==> src/rtl/nap_alarm_trigger.sv <==
// Nap alarm consumer: latches a BCD wake target, counts down against the running clock,
// then rings with a blink pattern until dismissed, snoozed or timed out.
module nap_alarm_trigger #(
  parameter int CLK_PER_SEC = 1000,
  parameter int RING_SEC    = 30,
  parameter int BLINK_CYC   = 250
) (
  input  logic        clk,
  input  logic        rst,
  input  logic        en,
  input  logic        completeSetting,
  input  logic        sharp,
  input  logic [3:0]  hour_ten_tgt,
  input  logic [3:0]  hour_one_tgt,
  input  logic [3:0]  min_ten_tgt,
  input  logic [3:0]  min_one_tgt,
  input  logic [3:0]  sec_ten_tgt,
  input  logic [3:0]  sec_one_tgt,
  input  logic [3:0]  hour_ten_now,
  input  logic [3:0]  hour_one_now,
  input  logic [3:0]  min_ten_now,
  input  logic [3:0]  min_one_now,
  input  logic [3:0]  sec_ten_now,
  input  logic [3:0]  sec_one_now,
  output logic        armed,
  output logic        alarm_on,
  output logic        alarm_blink,
  output logic [16:0] remain_sec,
  output logic        set_err
);

  localparam int RING_LEN = RING_SEC * CLK_PER_SEC;
  localparam int RW       = (RING_LEN > 1) ? $clog2(RING_LEN) : 1;
  localparam int BW       = (BLINK_CYC > 1) ? $clog2(BLINK_CYC) : 1;

  typedef enum logic [1:0] {IDLE, ARMED, RINGING} state_t;

  state_t          state_reg, state_next;
  logic            cs_d_reg, sh_d_reg;
  logic [3:0]      ht_reg, ho_reg, mt_reg, mo_reg, st_reg, so_reg;
  logic [16:0]     remain_reg;
  logic            set_err_reg;
  logic [RW-1:0]   ring_cnt_reg;
  logic [BW-1:0]   blink_cnt_reg;
  logic            blink_reg;

  function automatic logic [16:0] to_sec(input logic [3:0] ht, input logic [3:0] ho,
                                         input logic [3:0] mt, input logic [3:0] mo,
                                         input logic [3:0] st, input logic [3:0] so);
    logic [16:0] h, m, s;
    h = 17'(ht) * 17'd10 + 17'(ho);
    m = 17'(mt) * 17'd10 + 17'(mo);
    s = 17'(st) * 17'd10 + 17'(so);
    return h * 17'd3600 + m * 17'd60 + s;
  endfunction

  // Distance forward in time from now to target, wrapping through midnight.
  function automatic logic [16:0] fwd_diff(input logic [16:0] t_tgt, input logic [16:0] t_now);
    logic [17:0] d;
    if (t_tgt >= t_now) d = {1'b0, t_tgt} - {1'b0, t_now};
    else                d = {1'b0, t_tgt} + 18'd86400 - {1'b0, t_now};
    return d[16:0];
  endfunction

  logic        cs_rise, sh_rise, tgt_valid, load;
  logic [16:0] t_now, t_tgt_reg, t_tgt_eff, diff_reg, diff_eff;

  assign cs_rise = completeSetting & ~cs_d_reg;
  assign sh_rise = sharp & ~sh_d_reg;

  assign tgt_valid = (hour_one_tgt <= 4'd9) && (min_one_tgt <= 4'd9) && (sec_one_tgt <= 4'd9)
                  && (min_ten_tgt <= 4'd5) && (sec_ten_tgt <= 4'd5)
                  && ((hour_ten_tgt < 4'd2) || (hour_ten_tgt == 4'd2 && hour_one_tgt <= 4'd3));

  assign load = en & cs_rise & tgt_valid;

  assign t_now     = to_sec(hour_ten_now, hour_one_now, min_ten_now, min_one_now, sec_ten_now, sec_one_now);
  assign t_tgt_reg = to_sec(ht_reg, ho_reg, mt_reg, mo_reg, st_reg, so_reg);
  // Display value must reflect a target being loaded on this very edge.
  assign t_tgt_eff = load ? to_sec(hour_ten_tgt, hour_one_tgt, min_ten_tgt, min_one_tgt,
                                   sec_ten_tgt, sec_one_tgt) : t_tgt_reg;
  assign diff_reg  = fwd_diff(t_tgt_reg, t_now);
  assign diff_eff  = fwd_diff(t_tgt_eff, t_now);

  always_comb begin
    state_next = state_reg;
    if (en) begin
      case (state_reg)
        IDLE:    if (load) state_next = ARMED;
        ARMED: begin
          if (load)                 state_next = ARMED;
          else if (diff_reg == '0)  state_next = RINGING;
          else if (sh_rise)         state_next = IDLE;
        end
        RINGING: begin
          if (load)                                     state_next = ARMED;
          else if (sh_rise)                             state_next = IDLE;
          else if (ring_cnt_reg == RW'(RING_LEN - 1))   state_next = IDLE;
        end
        default: state_next = IDLE;
      endcase
    end
  end

  always_ff @(posedge clk) begin
    if (rst) begin
      state_reg     <= IDLE;
      cs_d_reg      <= completeSetting;
      sh_d_reg      <= sharp;
      {ht_reg, ho_reg, mt_reg, mo_reg, st_reg, so_reg} <= '0;
      remain_reg    <= '0;
      set_err_reg   <= 1'b0;
      ring_cnt_reg  <= '0;
      blink_cnt_reg <= '0;
      blink_reg     <= 1'b0;
    end else if (en) begin
      cs_d_reg    <= completeSetting;
      sh_d_reg    <= sharp;
      state_reg   <= state_next;
      set_err_reg <= cs_rise & ~tgt_valid;
      remain_reg  <= (state_next == ARMED) ? diff_eff : 17'd0;
      if (load) begin
        {ht_reg, ho_reg, mt_reg, mo_reg, st_reg, so_reg} <=
          {hour_ten_tgt, hour_one_tgt, min_ten_tgt, min_one_tgt, sec_ten_tgt, sec_one_tgt};
      end
      if (state_next == RINGING && state_reg != RINGING) begin
        ring_cnt_reg  <= '0;
        blink_cnt_reg <= '0;
        blink_reg     <= 1'b1;
      end else if (state_next == RINGING) begin
        ring_cnt_reg <= ring_cnt_reg + 1'b1;
        if (blink_cnt_reg == BW'(BLINK_CYC - 1)) begin
          blink_cnt_reg <= '0;
          blink_reg     <= ~blink_reg;
        end else begin
          blink_cnt_reg <= blink_cnt_reg + 1'b1;
        end
      end else begin
        ring_cnt_reg  <= '0;
        blink_cnt_reg <= '0;
        blink_reg     <= 1'b0;
      end
    end
  end

  assign armed       = (state_reg == ARMED);
  assign alarm_on    = (state_reg == RINGING);
  assign alarm_blink = blink_reg;
  assign remain_sec  = remain_reg;
  assign set_err     = set_err_reg;

endmodule

==> config.mk <==
export PLATFORM = sky130hd
export DESIGN_NAME = nap_alarm_trigger
export DESIGN_NICKNAME = d
export VERILOG_FILES = /design/src/rtl/nap_alarm_trigger.sv
export SDC_FILE = /design/constraint.sdc
export NUM_CORES = 1
export LEC_CHECK = 0
export ABC_AREA = 1
export BUFFER_PORTS_ARGS = -buffer_cell sky130_fd_sc_hd__buf_2
export CAP_MARGIN = 20
export CELL_PAD_IN_SITES_DETAIL_PLACEMENT = 0
export CELL_PAD_IN_SITES_GLOBAL_PLACEMENT = 1
export CORE_MARGIN = 10
export CORE_UTILIZATION = 43
export DETAILED_ROUTE_END_ITERATION = 10
export PLACE_DENSITY_LB_ADDON = 0.05
export SLEW_MARGIN = 20
export SYNTH_ARGS = -nofsm -noshare
export SYNTH_HDL_FRONTEND = slang
export SYNTH_SLANG_ARGS = --single-unit
export TNS_END_PERCENT = 1
==> constraint.sdc <==
create_clock -name clk -period 9.36 [get_ports clk]
set_input_delay 1.404 -clock clk [delete_from_list [all_inputs] [get_ports clk]]
set_output_delay 1.404 -clock clk [all_outputs]
set_load 0.05 [all_outputs]
### Word-level counts from Yosys, hierarchy flattened

Index checks and enable logic that the tools add are counted.

| storage, ports and cells | value |
|---|---|
| bits in registers | 70 |
| logic and storage cells | 117 |

| operators by class | value |
|---|---|
| bitwise logic cells | 9 |
| $lt $le $gt $ge | 9 |
| reduce and logical (&&, ||, !) cells | 13 |
| $add $sub $neg | 23 |
| eq/ne operators | 9 |
| multipliers | 15 |
| muxes and demuxes | 25 |

Operators with widths:

| cell | number |
|---|---|
| adder 8 x 4 -> 9 bit | 9 |
| two-way mux 17 bit | 4 |
| subtractor 17 bit | 4 |
| multiplier 4 x 3 -> 7 bit (second input constant) | 9 |
| adder 17 x 15 -> 17 bit | 3 |
| adder 17 x 9 -> 17 bit | 3 |
| multiplier 9 x 4 -> 13 bit (second input constant) | 3 |
| multiplier 9 x 8 -> 13 bit (second input constant) | 3 |
| adder 17 bit (second input constant) | 2 |
| >= comparator 17 bit | 2 |
| two-way mux 15 bit | 2 |
| two-way mux 8 bit | 3 |
| zero test 17 bit | 1 |
| two-way mux 2 bit | 8 |
| adder 15 x 1 -> 15 bit (second input constant) | 1 |
| == test 15 bit (second input constant) | 1 |
| less-or-equal comparator 4 bit (second input constant) | 3 |
| adder 8 x 1 -> 8 bit (second input constant) | 1 |
| == test 8 bit (second input constant) | 1 |
| less-or-equal comparator 4 x 3 -> 1 bit (second input constant) | 2 |
| logical AND 1 bit | 7 |
| two-way mux 1 bit | 7 |
| one-hot mux 2 bit (3 select lines) | 1 |
| bitwise AND 1 bit | 5 |
| other kinds (12) | 18 |

### Depth between registers and ports, before layout

| depth | value |
|---|---|
| word-level depth | 17 |
| gate-level depth with buffers | 55 |
| mapped depth without buffers | 55 |

### Worst setup path after synthesis

No wires, ideal clock.

| timing | value |
|---|---|
| path kind | input -> register |
| start point | input min_ten_now[0] |
| end point | register blink_reg (netlist: alarm_blink) |
| required time | 9.243 ns |
| path slack | 0.487 ns |
| arrival | 8.757 ns |
| setup time | 0.117 ns |
| cell stages on the path | 44 |
| cell sequence | ha_1 > ha_1 > nand2_1 > nor2_1 > a211oi_1 > xor2_1 > inv_1 > fa_1 > fa_1 > inv_1 > ha_1 > nand2_1 > o21ai_0 > a21oi_1 > o21bai_1 > xor2_1 > inv_1 > ha_1 > (+8 left out) > a21oi_1 > inv_1 > a31oi_1 > nand3_1 > xnor2_1 > nand4_1 > nor2_1 > nand4_1 > nand2_1 > nand2_1 > o21bai_1 > nand2_1 > nand2_1 > nand2_1 > nand2_1 > nand4_4 > a21oi_1 > nor2_1 |

| between the ends | value |
|---|---|
| word-level cells in the longest chain between the ends | 16 |
| elaborated cells on any way between the ends | 20 |

Ends and longest elaborated chain:

| item | line | RTL |
|---|---|---|
| start, declared | 21 | `input logic [3:0] min_ten_now,` |
| multiplier 4 x 3 -> 7 bit (*) | 52 | `m = 17'(mt) * 17'd10 + 17'(mo);` |
| adder 8 x 4 -> 9 bit (*) | 52 |  |
| multiplier 9 x 4 -> 13 bit (*) | 54 | `return h * 17'd3600 + m * 17'd60 + s;` |
| adder 17 x 15 -> 17 bit (*) | 54 |  |
| adder 17 x 9 -> 17 bit (*) | 54 |  |
| subtractor 17 bit, or another cell as far along | 61 | `else d = {1'b0, t_tgt} + 18'd86400 - {1'b0, t_now};` |
| two-way mux 17 bit (*) | 60 | `if (t_tgt >= t_now) d = {1'b0, t_tgt} - {1'b0, t_now};` |
| zero test 17 bit (*) | 92 | `else if (diff_reg == '0) state_next = RINGING;` |
| two-way mux 2 bit (*) | 92 |  |
| two-way mux 2 bit (*) | 91 | `if (load) state_next = ARMED;` |
| one-hot mux 2 bit (3 select lines) (*) | 88 | `case (state_reg)` |
| two-way mux 2 bit (*) | 87 | `if (en) begin` |
| == test 2 bit (*) | 126, 130 |  |
| logical AND 1 bit | 126 | `if (state_next == RINGING && state_reg != RINGING) begin` |
| inequality test 3 x 1 -> 1 bit (no line) | - |  |
| AND reduction 2 bit (no line) | - |  |
| end signal, assigned | 134 | `blink_reg <= ~blink_reg;` |
| end, declared | 45 | `logic blink_reg;` |

Mark *: on every way between the ends. The rest lies on a longest branch, timed or not.
A chain may end at the register's enable or synchronous reset.

### Worst setup path in the final report

| timing | value |
|---|---|
| start point | input min_ten_tgt[0] |
| end point | register remain_reg[16] (netlist: remain_sec[16]) |

| between the ends | value |
|---|---|
| word-level cells in the longest chain between the ends | 10 |
| elaborated cells on any way between the ends | 23 |

Ends and longest elaborated chain:

| item | line | RTL |
|---|---|---|
| start, declared | 15 | `input logic [3:0] min_ten_tgt,` |
| multiplier 4 x 3 -> 7 bit or less-or-equal comparator 4 x 3 -> 1 bit (tied branches) | 52, 72 |  |
| adder 8 x 4 -> 9 bit or logical AND 1 bit (tied branches) | 52, 72 |  |
| multiplier 9 x 4 -> 13 bit or logical AND 1 bit (tied branches) | 54, 72 |  |
| adder 17 x 15 -> 17 bit or logical AND 1 bit (tied branches) | 54, 73 |  |
| adder 17 x 9 -> 17 bit or bitwise AND 1 bit (tied branches) | 54, 75 |  |
| two-way mux 17 bit, or another cell as far along | 80 | `assign t_tgt_eff = load ? to_sec(hour_ten_tgt, hour_one_tgt, min_ten_tgt, min_one_tgt,` |
| adder 17 bit or one-hot mux 2 bit (3 select lines) (tied branches) | 61, 88 |  |
| subtractor 17 bit or two-way mux 2 bit (tied branches) | 61, 87 |  |
| two-way mux 17 bit or == test 2 x 1 -> 1 bit (tied branches) | 60, 121 |  |
| two-way mux 17 bit (*) | 121 | `remain_reg <= (state_next == ARMED) ? diff_eff : 17'd0;` |
| end signal, assigned | 121 |  |
| end, declared | 41 | `logic [16:0] remain_reg;` |

Marks and branches as above.

==> impl_metrics.json <==
{
  "slew_viol_final": 0,
  "area_growth_pct": 14.1,
  "coreArea_sq_mm": 0.0369,
  "crit_path_start_kind": "input port",
  "avgSynthCellArea_sq_um": 7.12,
  "slew_headroom_pct": 26.4,
  "synth-edff-count": 2,
  "status": "finished clean",
  "start_util_pct": 43.9,
  "multi_input_area_sq_mm": 0.0132,
  "antenna_found_initial": 0,
  "routed_wl_mm": 43.0,
  "drive_above_1_share_pct": 11.6,
  "vias_per_cell": 4.92,
  "port_buffers": 73,
  "critical-path-top-cell-by-count": "inv_1",
  "die_x_um": 214,
  "vias": 14500,
  "crit_type": "input port to flop",
  "cts_buffer_depth": 2,
  "path_clk_slew_ns": 0.05,
  "cpMaxStageDelayCell": "fa_2",
  "period_minus_slack_ns": 8.82,
  "ant_nets": 0,
  "max_stage_delay_ns": 0.60,
  "grt_pass1_vias": 14400,
  "routabilityCongestion": 0.919,
  "antennaDiodeCount": 0,
  "die_h_um": 214,
  "async_flop_share_pct": 0,
  "arrival_ns": 9.05,
  "yosysSeqAreaShare_pct": 8.78,
  "hold_path_class": "flop to flop",
  "hold_violations": 0,
  "skew_ns": 0.00887,
  "post-route-drc-count": 0,
  "cts_buffers": 9,
  "ys_types": 50,
  "fmax_mhz": 113,
  "grt_max_degree": 37,
  "syn_nets": 2760,
  "cts.sinks": 70,
  "rows": 70,
  "ctsHoldBuffers": 0,
  "die_area_sq_mm": 0.0458,
  "cts_root_buf": "clkbuf_16",
  "grt_pass1_wl_mm": 70.2,
  "yosys_warnings": 0,
  "worstSetupEndpointType": "flop",
  "ys.flop_type": "dfxtp_1",
  "ioPinCount": 74,
  "timing.final.crit_share_pct": 94.3,
  "nets": 2920,
  "grt_usage_pct": 18.5,
  "regArea_sq_mm": 0.00142,
  "setup-violations-final": 0,
  "synthCells": 2274,
  "rr_startpoint": "mt_reg[0]",
  "setup-tns-final_ns": 0,
  "synth-seq-cells": 70,
  "wire_per_inst_um": 14.6,
  "n_fill_cell": 3827,
  "grt_overflow_total": 0,
  "maxCapViolations": 0,
  "hold_start": "remain_sec[0]",
  "dpl.hpwl_mm": 38.1,
  "worstSetupStartpoint": "min_ten_tgt[0]",
  "h-tree-depth": 3,
  "required_ns": 9.59,
  "clock_latency_ns": 0.35,
  "synth_area_sq_mm": 0.0162,
  "crit_path_max_fanout": 3,
  "cts_tree": "yes",
  "largest_register_ffs": 17,
  "worst_pin_slew_ns": 1.09,
  "dr.pass1.iters": 5,
  "drt_iter0_markers": 651
}
## synth_stat cells, types with 16 or more instances
cell      number  area [sq um]
nor2_1       134           503
nor3_1        21           105
nand4_1       25           156
o21bai_1      18           135
nand2_1      436          1640
clkbuf_1      16          60.1
fa_1         117          2340
ha_1         316          3950
o21ai_0      111           556
a21oi_1      124           621
dfxtp_1       68          1360
a31oi_1       16           100
xnor2_1       42           368
xor2_1       101           885
nand3_1      135           676
inv_1        474          1780
## cell type report
cell class / instances / area share (%)
clock inverter: 5 / 0.298
multi-input combinational: 1704 / 71.4
clock buffer: 11 / 1.43
sequential: 70 / 7.70
timing repair buffer: 171 / 6.05
inverter: 478 / 9.72
tap: 504 / 3.41
## cell families (layout without fill, tap and decap cells)
logic type / Yosys count / after routing / synth area share (%)
buffers and inverters: 500 / 665 / 11.7
XOR/XNOR: 144 / 144 / 7.84
AND/OR/NAND/NOR: 792 / 792 / 20.9
adder cells (fa/ha/maj): 433 / 433 / 38.9
AO/OA/AOI/OAI: 335 / 335 / 11.8
flip-flops: 70 / 70 / 8.78
## per-stage QoR
step / hold slack (ns) / std cells / utilization, % / instance area (sq um) / setup slack [ns]
3_3_place_gp: 0.440 / 2919 / 48.2 / 17800 / -0.186
2_1_floorplan: 0.454 / 2274 / - / 16200 / 0.487
3_5_place_dp: 0.441 / 2919 / 48.2 / 17800 / -0.206
4_1_cts: 0.454 / 2935 / 49.1 / 18100 / 0.111
6_report: 0.449 / 2943 / 50.1 / 18500 / 0.538
5_1_grt: 0.470 / 2943 / 50.1 / 18500 / -0.0686
## path summary, 6_finish.rpt
kind	to	slack, ns	cells past startpoint
worst max-delay path	remain_sec[16]	0.54	40
worst min register to register	remain_sec[0]	0.45	2
worst max register to register	remain_sec[8]	0.69	43
worst min-delay path	remain_sec[0]	0.45	2
## critical path, delay by kind of cell
kind            cells  cell delay, ns
fa+ha+maj           8            3.27
compound gates     14            2.24
xor+xnor            5            0.93
buf+inv             7            0.61
simple gates        6            0.57
## placed cells by master (no fill, tap or decap), types with 18 or more instances in the layout
| cell | n |
|---|---|
| inv_1 | 472 |
| nand2_1 | 432 |
| ha_1 | 309 |
| nand3_1 | 133 |
| nor2_1 | 132 |
| a21oi_1 | 114 |
| fa_1 | 114 |
| o21ai_0 | 99 |
| xor2_1 | 96 |
| buf_4 | 96 |
| buf_2 | 73 |
| dfxtp_1 | 67 |
| xnor2_1 | 37 |
| nand4_1 | 25 |
| a21oi_2 | 21 |
| o21ai_1 | 21 |
| nor3_1 | 19 |
| o21bai_1 | 18 |
## per-layer routing
| layer | share of wire, % | global-route usage, % | wire [um] |
|---|---|---|---|
| met1 | 48 | 24.1 | 20600 |
| met2 | 46 | 31.1 | 19900 |
| met3 | 3.6 | 2.35 | 1540 |
| met4 | 2.3 | 5.17 | 972 |
| met5 | 0 | 0 | 0 |
## repair_timing
action	in CTS	in global routing
endpoints found under the setup margin	0	42
setup buffers	0	8
resized for setup	0	68
endpoints found under the hold margin	0	0
Power is not shown: default switching activity piles up to over one toggle a cycle in this logic, so the estimate is an artifact.
